[config.mk]
export PLATFORM = sky130hd
export DESIGN_NAME = bcd_generation_counter
export DESIGN_NICKNAME = d
export VERILOG_FILES = /design/src/rtl/bcd_generation_counter.sv
export SDC_FILE = /design/constraint.sdc
export NUM_CORES = 1
export LEC_CHECK = 0
export BUFFER_PORTS_ARGS = -buffer_cell sky130_fd_sc_hd__buf_2
export CORE_ASPECT_RATIO = 1.5
export CORE_MARGIN = 4
export CORE_UTILIZATION = 50
export DETAILED_ROUTE_END_ITERATION = 10
export HOLD_SLACK_MARGIN = 0.06
export PLACE_DENSITY = 0.8
export SLEW_MARGIN = 5
export SYNTH_ARGS = -nofsm -noshare
export SYNTH_HDL_FRONTEND = slang
export SYNTH_SLANG_ARGS = --single-unit
[constraint.sdc]
create_clock -name clk -period 3.27 [get_ports clk]
set_clock_uncertainty 0.2 [all_clocks]
set_input_delay 0.654 -clock clk [delete_from_list [all_inputs] [get_ports clk]]
set_output_delay 0.654 -clock clk [all_outputs]
set_load 0.005 [all_outputs]
[src/rtl/bcd_generation_counter.sv]
// Multi-digit BCD generation counter with seven-segment outputs.
// A free-running divider produces a one-cycle tick; an increment happens
// only when tick and count_en are both high. The value starts at 1 on the
// first increment, ripples in BCD, and either wraps or saturates at
// all-nines. Leading zero digits can be blanked on the display.
//
// Request semantics: count_en is a level request with no ready/ack. It is
// sampled only in cycles where tick=1; its value in any other cycle is
// ignored. clear is sampled every cycle and takes priority over count_en.
module bcd_generation_counter #(
    parameter int NUM_DIGITS    = 3,
    parameter int TICK_DIV      = 33000000,
    parameter int SATURATE      = 0,
    parameter int BLANK_LEADING = 1
) (
    input  logic                    clk,
    input  logic                    reset,
    input  logic                    count_en,
    input  logic                    clear,
    output logic                    tick,
    output logic [4*NUM_DIGITS-1:0] bcd,
    output logic [7*NUM_DIGITS-1:0] seg,
    output logic                    active,
    output logic                    overflow
);

    localparam int DIV_W = (TICK_DIV > 1) ? $clog2(TICK_DIV) : 1;
    localparam logic [DIV_W-1:0] DIV_LAST = DIV_W'(TICK_DIV - 1);
    localparam logic [4*NUM_DIGITS-1:0] BCD_ONE = (4*NUM_DIGITS)'(1);

    typedef enum logic [1:0] {
        IDLE      = 2'd0,
        COUNTING  = 2'd1,
        SATURATED = 2'd2
    } state_t;

    state_t                  state;
    logic [DIV_W-1:0]        divCount;
    logic [DIV_W-1:0]        divNext;
    logic                    incEvent;
    logic                    atMax;
    logic [4*NUM_DIGITS-1:0] bcdPlusOne;
    logic [NUM_DIGITS:0]     carryChain;
    logic [NUM_DIGITS:0]     zeroAbove;

    // Seven-segment decode, active-low gfedcba; anything outside 0..9 blanks.
    function automatic logic [6:0] segDecode(input logic [3:0] digit);
        case (digit)
            4'd0:    segDecode = 7'b1000000;
            4'd1:    segDecode = 7'b1111001;
            4'd2:    segDecode = 7'b0100100;
            4'd3:    segDecode = 7'b0110000;
            4'd4:    segDecode = 7'b0011001;
            4'd5:    segDecode = 7'b0010010;
            4'd6:    segDecode = 7'b0000010;
            4'd7:    segDecode = 7'b1111000;
            4'd8:    segDecode = 7'b0000000;
            4'd9:    segDecode = 7'b0010000;
            default: segDecode = 7'b1111111;
        endcase
    endfunction

    // Next divider position: counts 0..TICK_DIV-1 and wraps.
    always_comb begin
        divNext = (divCount == DIV_LAST) ? '0 : divCount + DIV_W'(1);
    end

    // Divider and registered tick; tick is high while the divider sits at its last value.
    always_ff @(posedge clk) begin
        if (reset) begin
            divCount <= '0;
            tick     <= 1'b0;
        end else begin
            divCount <= divNext;
            tick     <= (divNext == DIV_LAST);
        end
    end

    assign incEvent = tick & count_en;

    // BCD +1 with ripple carry; a carry out of the top digit means all-nines.
    always_comb begin
        carryChain    = '0;
        bcdPlusOne    = '0;
        carryChain[0] = 1'b1;
        for (int i = 0; i < NUM_DIGITS; i++) begin
            if (carryChain[i]) begin
                if (bcd[4*i +: 4] == 4'd9) begin
                    bcdPlusOne[4*i +: 4] = 4'd0;
                    carryChain[i+1]      = 1'b1;
                end else begin
                    bcdPlusOne[4*i +: 4] = bcd[4*i +: 4] + 4'd1;
                end
            end else begin
                bcdPlusOne[4*i +: 4] = bcd[4*i +: 4];
            end
        end
    end

    assign atMax = carryChain[NUM_DIGITS];

    // Counter FSM: clear beats increment; overflow is a one-cycle pulse.
    always_ff @(posedge clk) begin
        if (reset) begin
            state    <= IDLE;
            bcd      <= '0;
            overflow <= 1'b0;
        end else begin
            overflow <= 1'b0;
            if (clear) begin
                state <= IDLE;
                bcd   <= '0;
            end else if (incEvent) begin
                case (state)
                    IDLE: begin
                        state <= COUNTING;
                        bcd   <= BCD_ONE;
                    end
                    COUNTING: begin
                        if (atMax) begin
                            overflow <= 1'b1;
                            if (SATURATE != 0) begin
                                state <= SATURATED;
                            end else begin
                                bcd <= '0;
                            end
                        end else begin
                            bcd <= bcdPlusOne;
                        end
                    end
                    default: begin
                        // SATURATED holds value and stays put.
                    end
                endcase
            end
        end
    end

    // Display: all blank in IDLE; optionally blank zero digits above the highest nonzero one.
    always_comb begin
        zeroAbove             = '0;
        seg                   = '1;
        zeroAbove[NUM_DIGITS] = 1'b1;
        for (int i = NUM_DIGITS - 1; i >= 0; i--) begin
            zeroAbove[i] = zeroAbove[i+1] & (bcd[4*i +: 4] == 4'd0);
            if ((state == IDLE) || ((BLANK_LEADING != 0) && (i > 0) && zeroAbove[i])) begin
                seg[7*i +: 7] = 7'b1111111;
            end else begin
                seg[7*i +: 7] = segDecode(bcd[4*i +: 4]);
            end
        end
    end

    assign active = (state != IDLE);

endmodule

Yosys cells after proc, flatten, opt, wreduce, memory -nomap -nowiden
Memory sizes are Yosys's and may differ from the RTL's. A register that Yosys moved wholly into a read port is not among the register bits. Cells that the tools add are included.

Output and inout port bits: 36. Bits in read-only memories: 336. Register bits: 40. Word-level logic and storage cells: 60. Memories: 3. Input port bits: 4.

Bitwise logic cells: 4. Eq/ne operators: 7. Add/subtract/negate cells: 4. Mux-type cells: 23. Reductions and logical operators: 12.

Memory list: (name not given) (depth 16, bits a word 7, rd ports 1, clocked after Yosys merged registers in 1, wr ports 0, line 48) `case (digit)`; (name not given) (depth 16, bits a word 7, rd ports 1, clocked after Yosys merged registers in 1, wr ports 0, line 48); (name not given) (depth 16, bits a word 7, rd ports 1, clocked after Yosys merged registers in 1, wr ports 0, line 48).

Operators with widths (count): 25-bit equality test (second input constant) (2); 4-bit 2-to-1 mux (11); 25-bit by 1-bit adder with 25-bit output (second input constant) (1); 25-bit 2-to-1 mux (1); 12-bit case mux with 2 select lines (1); 7-bit 2-to-1 mux (3); 4-bit by 1-bit adder with 4-bit output (second input constant) (3); 4-bit equality test (second input constant) (3); 12-bit 2-to-1 mux (1); 4-bit logical NOT (2); 1-bit 2-to-1 mux (6); 3-bit inequality test (second input constant) (2); 3-bit AND reduction (2); 2-bit AND reduction (2); 4-bit OR reduction (1); 1-bit AND (2); 2-bit logical NOT (1); 1-bit logical OR (2); 1-bit inverter (2); 2-bit nonzero test (1); 2-bit OR reduction (1).

Longest topological paths before layout
Gate-level depths: netlist of the first run.

Depth in word-level cells: 8. Mapped depth: 11. Mapped depth without buffers: 11.

Worst setup path before layout of the first run
Ideal clock, no wire load.

Path type: input to register. From: in reset. To: reg (tool-made name). Path buffers: 2. Cell stages on the path: 10. Data arrival time: 2735 ps. Library setup time: 80 ps. Setup slack: 255 ps. Data required time: 2990 ps. Cells stage by stage: clkbuf_1 > or3b_1 > clkbuf_1 > a31oi_1 > nand3_1 > o22ai_1 > inv_1 > ha_1 > mux2_2 > a22oi_1.

RTL lines: start, declared (line 17) `input logic reset,`.

Final worst setup path of the first run
From: reg bcd[8]. To: out seg[12].

Longest elaborated chain between the ends: 4.

Ends and longest elaborated chain: start, declared (line 21) `output logic [4*NUM_DIGITS-1:0] bcd,`; start signal, assigned (line 128) `bcd <= bcdPlusOne;`; 4-bit logical NOT (line 145) `zeroAbove[i] = zeroAbove[i+1] & (bcd[4*i +: 4] == 4'd0);`; 1-bit AND (line 145); 1-bit logical OR (line 146) `if ((state == IDLE) || ((BLANK_LEADING != 0) && (i > 0) && zeroAbove[i])) begin`; 7-bit 2-to-1 mux (line 146); end, declared (line 22) `output logic [7*NUM_DIGITS-1:0] seg,`.

Every way passes these cells.

==> results.py, run 1 <==
metrics = {
    "cells_and_area": {
        "drive_gt1_share_pct": 19.4,
        "fin_util_pct": 58.6,
        "nFillCells": 596,
        "diodes": 0,
        "fin_nets": 465,
        "area_growth_pct": 12.9,
    },
    "pwr": {
        "p_sw_uw": 300,
        "p_per_area_mw_per_mm2": 364,
        "combPwrFrac_pct": 2.2,
        "p_total_mw": 1.39,
        "p_clk_share_pct": 43.6,
        "power.switching_fraction_pct": 21.5,
        "peakVddDrop_mv": 0.197,
        "p_leak_nw": 1.53,
        "seqPwrFrac_pct": 54.1,
        "power.internal_mw": 1.09,
    },
    "synth": {
        "syn_inst": 402,
        "synth_cell_types": 56,
        "synth_edf_count": 0,
        "synthArstFlopShare_pct": 0,
        "netlist_area_mm2": 0.00339,
        "syn_nets": 427,
        "yosys_warnings": 0,
        "synth_ff_type": "dfxtp_1",
        "synth_top_area_share_pct": 36.0,
        "yosysSeqAreaShare_pct": 36.0,
        "synthTopCellsByArea": "dfxtp_1 36%, ha_1 7.7%, nor2_1 5.1%, xnor2_1 4.1%, or2_2 3.5%",
        "synth_area_leader_cell": "dfxtp_1",
        "ys_ff_latch": 61,
        "avgSynthCellArea_um2": 8.44,
    },
    "hold_path": {
        "worstHoldStart": "divCount[0]$_SDFF_PP0_",
        "hp-class": "reg2reg",
    },
    "setup_path": {
        "start_kind": "flip-flop",
        "critPathLaunch": "bcd[8]$_SDFFE_PP0N_",
        "crit_fanout": 10,
        "cp_data_arrival_time_ns": 2.15,
        "critPathCaptureType": "output pin",
        "r2r_start": "bcd[4]$_SDFFE_PP0N_",
        "path_class": "reg2out",
        "critPathRequiredTime_ns": 2.42,
    },
    "sta": {
        "fin_ws_ns": 0.266,
        "tightest_slew_ns": 0.691,
        "tns_ns": 0,
        "finalHoldViolCount": 0,
        "fmax_mhz": 333,
        "finalCriticalPeriod_ns": 3.00,
        "finalSetupViolations": 0,
        "rsz0062_at_grt": "no",
        "min_period_over_period_pct": 91.9,
        "slew_headroom_pct": 53.4,
        "slew_viol_final": 0,
    },
    "placement": {
        "dp_hpwl_um": 5630,
        "place_ws_ns": 0.409,
        "io_buffer_count": 39,
        "routabilityCongestion": 1.00,
    },
    "run": {
        "maxCapViolCount": 0,
    },
    "die": {
        "initial_core_util_pct": 51.9,
        "num_io_pins": 40,
        "dieArea_mm2": 0.00819,
        "die_w_um": 75.3,
        "fp.coreArea_mm2": 0.00653,
        "rows": 36,
        "fp.dieH_um": 109,
    },
    "global_route": {
        "overflow": 0,
        "grt_pass1_wl_um": 12200,
        "grt_pass1_vias": 2871,
        "grt_max_degree": 20,
        "antenna_found_initial": 0,
        "globalRouteTotalUtil_pct": 19.5,
    },
    "clock_network": {
        "clock-sinks": 61,
        "clk_latency_ns": 0.35,
        "h-tree-depth": 3,
        "cts_tree": "yes",
        "cts_buffers": 9,
        "cts_hold_buf": 0,
        "cts_resized": 0,
        "cts_root_buffer": "clkbuf_8",
        "clk_path_buf_depth": 2,
        "clk_pin_slew_ns": 0.06,
        "postCtsSetupBuffers": 0,
    },
    "route": {
        "drc": 0,
        "dr.pass1.iters": 4,
        "wire_per_inst_um": 14.2,
        "wirelength_um": 7390,
        "vias_per_cell": 5.67,
        "ant_nets": 0,
        "drtIter0Drc": 136,
        "num_vias": 2947,
    },
    "run_status": {
        "status": "completed",
    },
}
synth_stat cells (4+ instances only):
cell type and number:
nand2b_1 12, nand3_1 13, nor2_1 46, or2_2 19, nand2_1 24, ha_1 21, clkbuf_1 13, buf_4 4
or3_1 5, xnor2_1 16, mux2i_1 8, a31oi_1 6, o21ai_0 14, dfxtp_1 61, nor4_1 8, inv_1 24
xor2_1 12, nand3b_1 4, nor3_1 7, and4_1 5, a21oi_1 16, nand4_1 9
layer usage:
metal | wire length [µm] | GRT usage [%] | vias up | share of wire, %
li1 | - | - | 1473 | -
met1 | 2960 | 20.3 | 1393 | 40
met2 | 3860 | 34.3 | 60 | 52
met3 | 332 | 3.97 | 21 | 4.5
met4 | 236 | 12.4 | 0 | 3.2
met5 | 0 | 0 | - | 0
power by group through the flow:
stage,Combinational [mW],Sequential [mW],Clock [mW]
5_1_grt,0.0350,0.754,0.649
4_1_cts,0.0313,0.754,0.618
2_1_floorplan,0.0215,0.769,0
3_3_place_gp,0.0305,0.770,0
6_report,0.0311,0.754,0.608
3_5_place_dp,0.0312,0.771,0
logic make-up (layout without fill, tap and decap cells):
logic type | after synthesis | after routing | share of synthesized area [%]
xor+xnor | 28 | 28 | 7.23
fa+ha+maj | 21 | 21 | 7.75
simple gates | 171 | 171 | 27.6
compound gates | 66 | 66 | 12.8
buf+inv | 45 | 87 | 5.57
flops | 61 | 61 | 36.0
mux | 10 | 10 | 3.02
metrics by stage:
stage                     cells  instance area, µm²  hold WS (ns)
after floorplan             402                3390         0.237
after global placement      505                3650         0.258
after detailed placement    505                3650         0.291
after CTS                   520                3830         0.306
after global routing        520                3830         0.340
final                       520                3830         0.306
cells in the final DEF (no fill, tap or decap), drive strengths merged, types with 12 or more instances in the layout:
master   n
inv     24
dfxtp   61
o21ai   14
a21oi   16
nand3   13
nand2   24
buf     48
xnor2   16
nor2    47
ha      21
clkbuf  14
xor2    12
nand2b  12
or2     19
critical path, stage by stage (launching register included):
cell and delay (ns):
dfxtp_1 0.40, o41ai_1 0.42, buf_4 0.20, a21boi_0 0.47, or2_2 0.21, buf_2 0.10
layout make-up:
cell class | instances | area [µm²] | share of cell area (%)
clock buffers | 14 | 173 | 4.51
clock inverters | 1 | 5.00 | 0.131
inverters | 24 | 90.1 | 2.35
multi-input cells | 296 | 1980 | 51.8
flip-flops and latches | 61 | 1220 | 31.9
well taps | 76 | 95.1 | 2.48
repair buffers | 48 | 263 | 6.86
final timing paths:
path / endpoint / slack [ns] / cells past startpoint
setup reg to reg: flip-flop / 0.44 / 9
setup / recovery: seg[12] / 0.27 / 5
hold / removal: divCount[0]$_SDFF_PP0_ / 0.31 / 1
hold reg to reg: divCount[0]$_SDFF_PP0_ / 0.31 / 1
Power figures use the tool's default switching activity.
==> run 2, diff against run 1 <==
--- a/config.mk
+++ b/config.mk
@@ -5,7 +5,7 @@
 export SDC_FILE = /design/constraint.sdc
 export NUM_CORES = 1
 export LEC_CHECK = 0
-export BUFFER_PORTS_ARGS = -buffer_cell sky130_fd_sc_hd__buf_2
+export BUFFER_PORTS_ARGS = -buffer_cell sky130_fd_sc_hd__buf_4
 export CORE_ASPECT_RATIO = 1.5
 export CORE_MARGIN = 4
 export CORE_UTILIZATION = 50
==> results.py, run 2 (synthesis results as in run 1) <==
metrics = {
    "run_status": {
        "status": "completed",
    },
    "setup_path": {
        "start_kind": "flip-flop",
        "rr_worst_depth": 7,
        "reg2reg_slack_ns": 0.64,
        "critPathCaptureType": "output pin",
        "critPathRequiredTime_ns": 2.42,
        "crit_fanout": 10,
        "r2r_start": "divCount[0]$_SDFF_PP0_",
        "cp_data_arrival_time_ns": 2.09,
        "path_class": "reg2out",
        "r2r_end": "tick$_SDFF_PP0_",
    },
    "global_route": {
        "globalRouteTotalUtil_pct": 19.4,
        "grt_max_degree": 20,
        "grt_pass1_vias": 2848,
        "antenna_found_initial": 0,
        "grt_pass1_wl_um": 12300,
        "overflow": 0,
    },
    "route": {
        "vias_per_cell": 5.66,
        "wirelength_um": 7410,
        "wire_per_inst_um": 14.2,
        "dr.pass1.iters": 5,
        "drc": 0,
        "drtIter0Drc": 169,
        "num_vias": 2952,
        "ant_nets": 0,
    },
    "cells_and_area": {
        "drive_gt1_share_pct": 20.2,
        "fin_util_pct": 60.4,
        "area_growth_pct": 16.3,
        "diodes": 0,
        "fin_nets": 466,
        "final_cell_mix": "61 x dfxtp_1, 49 x buf_4, 46 x nor2_1",
        "final_common_cell": "dfxtp_1",
    },
    "die": {
        "die_w_um": 75.3,
        "num_io_pins": 40,
        "fp.coreArea_mm2": 0.00653,
        "rows": 36,
        "initial_core_util_pct": 51.9,
        "fp.dieH_um": 109,
        "dieArea_mm2": 0.00819,
    },
    "run": {
        "maxCapViolCount": 0,
    },
    "pwr": {
        "p_leak_nw": 1.58,
        "peakVddDrop_mv": 0.240,
        "seqPwrFrac_pct": 52.6,
        "combPwrFrac_pct": 2.2,
        "p_per_area_mw_per_mm2": 363,
        "p_sw_uw": 324,
        "p_clk_share_pct": 45.2,
        "power.internal_mw": 1.11,
        "power.switching_fraction_pct": 22.6,
    },
    "hold_path": {
        "hp-class": "reg2reg",
        "hold_path_end": "divCount[0]$_SDFF_PP0_",
        "hold_depth": 1,
        "worstHoldStart": "divCount[0]$_SDFF_PP0_",
    },
    "clock_network": {
        "cts_root_buffer": "clkbuf_8",
        "clk_pin_slew_ns": 0.08,
        "h-tree-depth": 3,
        "cts_hold_buf": 0,
        "clock-sinks": 61,
        "clk_latency_ns": 0.34,
        "clk_path_buf_depth": 2,
        "postCtsSetupBuffers": 0,
        "cts_resized": 0,
        "cts_buffers": 9,
        "cts_tree": "yes",
    },
    "sta": {
        "finalSetupViolations": 0,
        "slew_headroom_pct": 64.2,
        "tns_ns": 0,
        "min_period_over_period_pct": 90.1,
        "rsz0062_at_grt": "no",
        "finalCriticalPeriod_ns": 2.95,
        "fmax_mhz": 339,
        "tightest_slew_ns": 0.531,
        "slew_viol_final": 0,
        "finalHoldViolCount": 0,
    },
    "placement": {
        "routabilityCongestion": 0.918,
        "dp_hpwl_um": 5610,
        "io_buffer_count": 39,
    },
}
==> run 2: cell types whose count changed in the layout (fill, tap and decap cells not counted), sizes merged <==
cell,change
clkbuf,-5
clkinv,+4
buf,+1
bufinv,+1
clkinvlp,+1
==> run 2: critical path, cell delays in order (launching register included) <==
cell and delay (ns):
dfxtp_1 0.42, o41ai_1 0.40, buf_4 0.20, a21boi_0 0.43, or2_2 0.20, buf_4 0.10
==> run 2: how the worst max path moves through the flow <==
stage	startpoint	to	slack, ns	depth (start not counted)
2_1_floorplan	reset	flip-flop	0.26	10
3_3_place_gp	reset	flip-flop	0.46	7
3_5_place_dp	reset	flip-flop	0.37	7
4_1_cts	bcd[8]$_SDFFE_PP0N_	seg[8]	0.24	5
5_1_grt	bcd[8]$_SDFFE_PP0N_	seg[8]	0.12	5
6_report	bcd[8]$_SDFFE_PP0N_	seg[8]	0.32	5
==> run 2: area by class of cell <==
cell class / instances / area [µm²]
multi-input combinational: 296 / 1980
fill: 571 / 2580
clock buffer: 9 / 124
inverter: 24 / 90.1
tap: 76 / 95.1
timing repair buffer: 49 / 368
sequential: 61 / 1220
clock inverter: 7 / 66.3
==> run 2: metal layers <==
metal | GRT usage [%] | up-vias | part of all wire (%)
met5 | 0 | - | 0
met4 | 7.88 | 0 | 1.9
met3 | 5.07 | 13 | 5.8
met2 | 35.0 | 93 | 53
met1 | 21.0 | 1376 | 39
li1 | - | 1470 | -
==> run 2: power by group through the flow <==
stage | clock [mW] | combinational (mW) | sequential (mW)
6_report | 0.648 | 0.0314 | 0.753
5_1_grt | 0.698 | 0.0358 | 0.754
4_1_cts | 0.664 | 0.0315 | 0.753
3_5_place_dp | 0 | 0.0314 | 0.770
3_3_place_gp | 0 | 0.0306 | 0.770
2_1_floorplan | 0 | 0.0215 | 0.769
==> run 2: metrics by stage <==
step                      hold WS (ns)  power, mW  setup slack, ns  instance area, µm²  cells
final                            0.278       1.43            0.324                3950    522
after global routing             0.308       1.49            0.124                3950    522
after CTS                        0.284       1.45            0.240                3950    522
after detailed placement         0.268      0.802            0.371                3760    506
after global placement           0.259      0.801            0.456                3760    506
after floorplan                  0.237      0.791            0.255                3390    402
==> run 3, diff against run 2 <==
--- a/config.mk
+++ b/config.mk
@@ -11,7 +11,7 @@
 export CORE_UTILIZATION = 50
 export DETAILED_ROUTE_END_ITERATION = 10
 export HOLD_SLACK_MARGIN = 0.06
-export PLACE_DENSITY = 0.8
+export PLACE_DENSITY = 0.83
 export SLEW_MARGIN = 5
 export SYNTH_ARGS = -nofsm -noshare
 export SYNTH_HDL_FRONTEND = slang
==> constraint.sdc (replaced) <==
create_clock -name clk -period 2.45 [get_ports clk]
set_clock_uncertainty 0.2 [all_clocks]
set_input_delay 0.49 -clock clk [delete_from_list [all_inputs] [get_ports clk]]
set_output_delay 0.49 -clock clk [all_outputs]
set_load 0.005 [all_outputs]
==> results.py, run 3 (synthesis results as in run 1) <==
metrics = {
    "global_route": {
        "grt_max_degree": 20,
        "antenna_found_initial": 0,
        "grt_pass1_vias": 3165,
        "globalRouteTotalUtil_pct": 21.9,
        "overflow": 0,
        "grt_pass1_wl_um": 13800,
    },
    "cells_and_area": {
        "fin_nets": 516,
        "final_cell_mix": "97 x buf_4, 59 x dfxtp_1, 45 x nor2_1",
        "fin_util_pct": 68.2,
        "final_common_cell": "buf_4",
        "area_growth_pct": 31.2,
        "drive_gt1_share_pct": 32.5,
        "diodes": 0,
    },
    "setup_path": {
        "crit_family": "simple AND/OR/NAND/NOR gates",
        "r2r_end": "tick$_SDFF_PP0_",
        "reg2reg_slack_ns": 0.03,
        "crit_top_cell": "and4_1",
        "critPathRequiredTime_ns": 2.55,
        "critical_path_buf_inv_count": 1,
        "crit_fanout": 5,
        "cp_data_arrival_time_ns": 2.52,
        "start_kind": "flip-flop",
        "slowest_stage": "a2111oi_0",
        "critPathCaptureType": "flip-flop",
        "path_class": "reg2reg",
        "rr_worst_depth": 7,
        "r2r_start": "divCount[0]$_SDFF_PP0_",
        "crit_chain": "ha_1 -> buf_4 -> and4_1 -> a41o_1 -> or2_2 -> a2111oi_0 -> and4_1",
        "max_stage_delay_ns": 0.38,
    },
    "route": {
        "highest_layer": "met4",
        "ant_nets": 0,
        "dr.pass1.iters": 4,
        "wire_per_inst_um": 15.5,
        "dr_wl_met2_um": 4890,
        "vias_per_cell": 5.73,
        "num_vias": 3269,
        "drc": 0,
        "drtIter0Drc": 176,
        "wirelength_um": 8850,
        "wl_met3_um": 451,
        "wl_met1_um": 3200,
    },
    "clock_network": {
        "clk_latency_ns": 0.36,
        "cts_tree": "yes",
        "cts_buffers": 9,
        "clk_path_buf_depth": 2,
        "cts_root_buffer": "clkbuf_8",
        "clock-sinks": 61,
        "clk_pin_slew_ns": 0.07,
        "h-tree-depth": 3,
    },
    "sta": {
        "rsz0062_at_grt": "yes",
        "slew_headroom_pct": 63.5,
        "finalSetupViolations": 0,
        "slew_viol_final": 0,
        "tns_ns": 0,
        "min_period_over_period_pct": 98.8,
        "finalCriticalPeriod_ns": 2.42,
        "tightest_slew_ns": 0.541,
        "fmax_mhz": 413,
        "finalHoldViolCount": 0,
    },
    "die": {
        "die_w_um": 75.3,
        "initial_core_util_pct": 51.9,
        "rows": 36,
        "dieArea_mm2": 0.00819,
        "num_io_pins": 40,
        "fp.coreArea_mm2": 0.00653,
        "fp.dieH_um": 109,
    },
    "pwr": {
        "p_per_area_mw_per_mm2": 425,
        "power.switching_fraction_pct": 22.1,
        "p_sw_uw": 418,
        "peakVddDrop_mv": 0.329,
        "power.internal_mw": 1.47,
        "p_clk_share_pct": 43.6,
        "p_leak_nw": 1.85,
        "combPwrFrac_pct": 3.3,
        "seqPwrFrac_pct": 53.1,
    },
    "placement": {
        "io_buffer_count": 39,
        "routabilityCongestion": 0.917,
        "dp_hpwl_um": 6360,
    },
    "hold_path": {
        "worstHoldStart": "reset",
        "hp-class": "in2reg",
        "hold_depth": 3,
        "hold_path_end": "divCount[10]$_SDFF_PP0_",
    },
    "run": {
        "maxCapViolCount": 0,
    },
    "run_status": {
        "status": "completed",
    },
}
-- run 3: cell types whose count changed in the layout (fill, tap and decap cells not counted), moves of 4 or more --
cell / change
buf_4: +48
ha_1: -4
o21ai_0: -6
o21ai_1: +5
inv_2: +4
inv_1: -4
-- run 3: worst max-delay path by stage --
stage | start | to | depth (start not counted)
5_1_grt | bcd[1]$_SDFFE_PP0P_ | flip-flop | 12
2_1_floorplan | reset | flip-flop | 10
4_1_cts | state[0]$_SDFFE_PP0P_ | seg[9] | 6
3_3_place_gp | clear | flip-flop | 9
3_5_place_dp | clear | flip-flop | 9
6_report | divCount[0]$_SDFF_PP0_ | tick$_SDFF_PP0_ | 7
-- run 3: routing by layer --
layer | vias up | track usage (%)
met1 | 1550 | 21.0
met5 | - | 0
li1 | 1584 | -
met4 | 0 | 12.5
met3 | 29 | 3.97
met2 | 106 | 41.8
-- run 3: worst register-to-register path, stage by stage (launching register included) --
cell       delay [ns]
dfxtp_1          0.31
ha_1             0.21
buf_4            0.15
and4_1           0.27
a41o_1           0.27
or2_2            0.33
a2111oi_0        0.38
and4_1           0.24
-- run 3: what timing repair did --
action | in CTS | in global routing
pin swaps | 0 | 5
buffers inserted | 0 | 4
hold buffers | 0 | 0
gates resized for setup | 3 | 34
endpoints found under the setup margin | 15 | 22
-- run 3: power by group through the flow --
stage,sequential [mW],combinational [mW],clock [mW]
floorplan,1.03,0.0303,0
global placement,1.03,0.0582,0
detailed placement,1.03,0.0597,0
CTS,1.00,0.0606,0.836
global route,1.01,0.0661,0.870
finish,1.00,0.0619,0.824
-- run 3: area by class of cell --
type / count / area, µm²
Sequential cell: 61 / 1220
Timing Repair Buffer: 99 / 754
Tap cell: 76 / 95.1
Inverter: 24 / 90.1
Clock inverter: 1 / 5.00
Multi-Input combinational cell: 296 / 2110
Fill cell: 480 / 2080
Clock buffer: 14 / 173
-- run 3: through the flow --
step	hold slack (ns)	instance area (µm²)	instances	power, mW	setup slack [ns]
CTS	0.266	4310	567	1.90	0.00282
finish	0.278	4450	571	1.89	0.0303
global route	0.287	4450	571	1.94	-0.0666
global placement	0.308	4120	552	1.08	-0.0693
floorplan	0.237	3420	402	1.06	-0.134
detailed placement	0.305	4120	552	1.09	-0.181
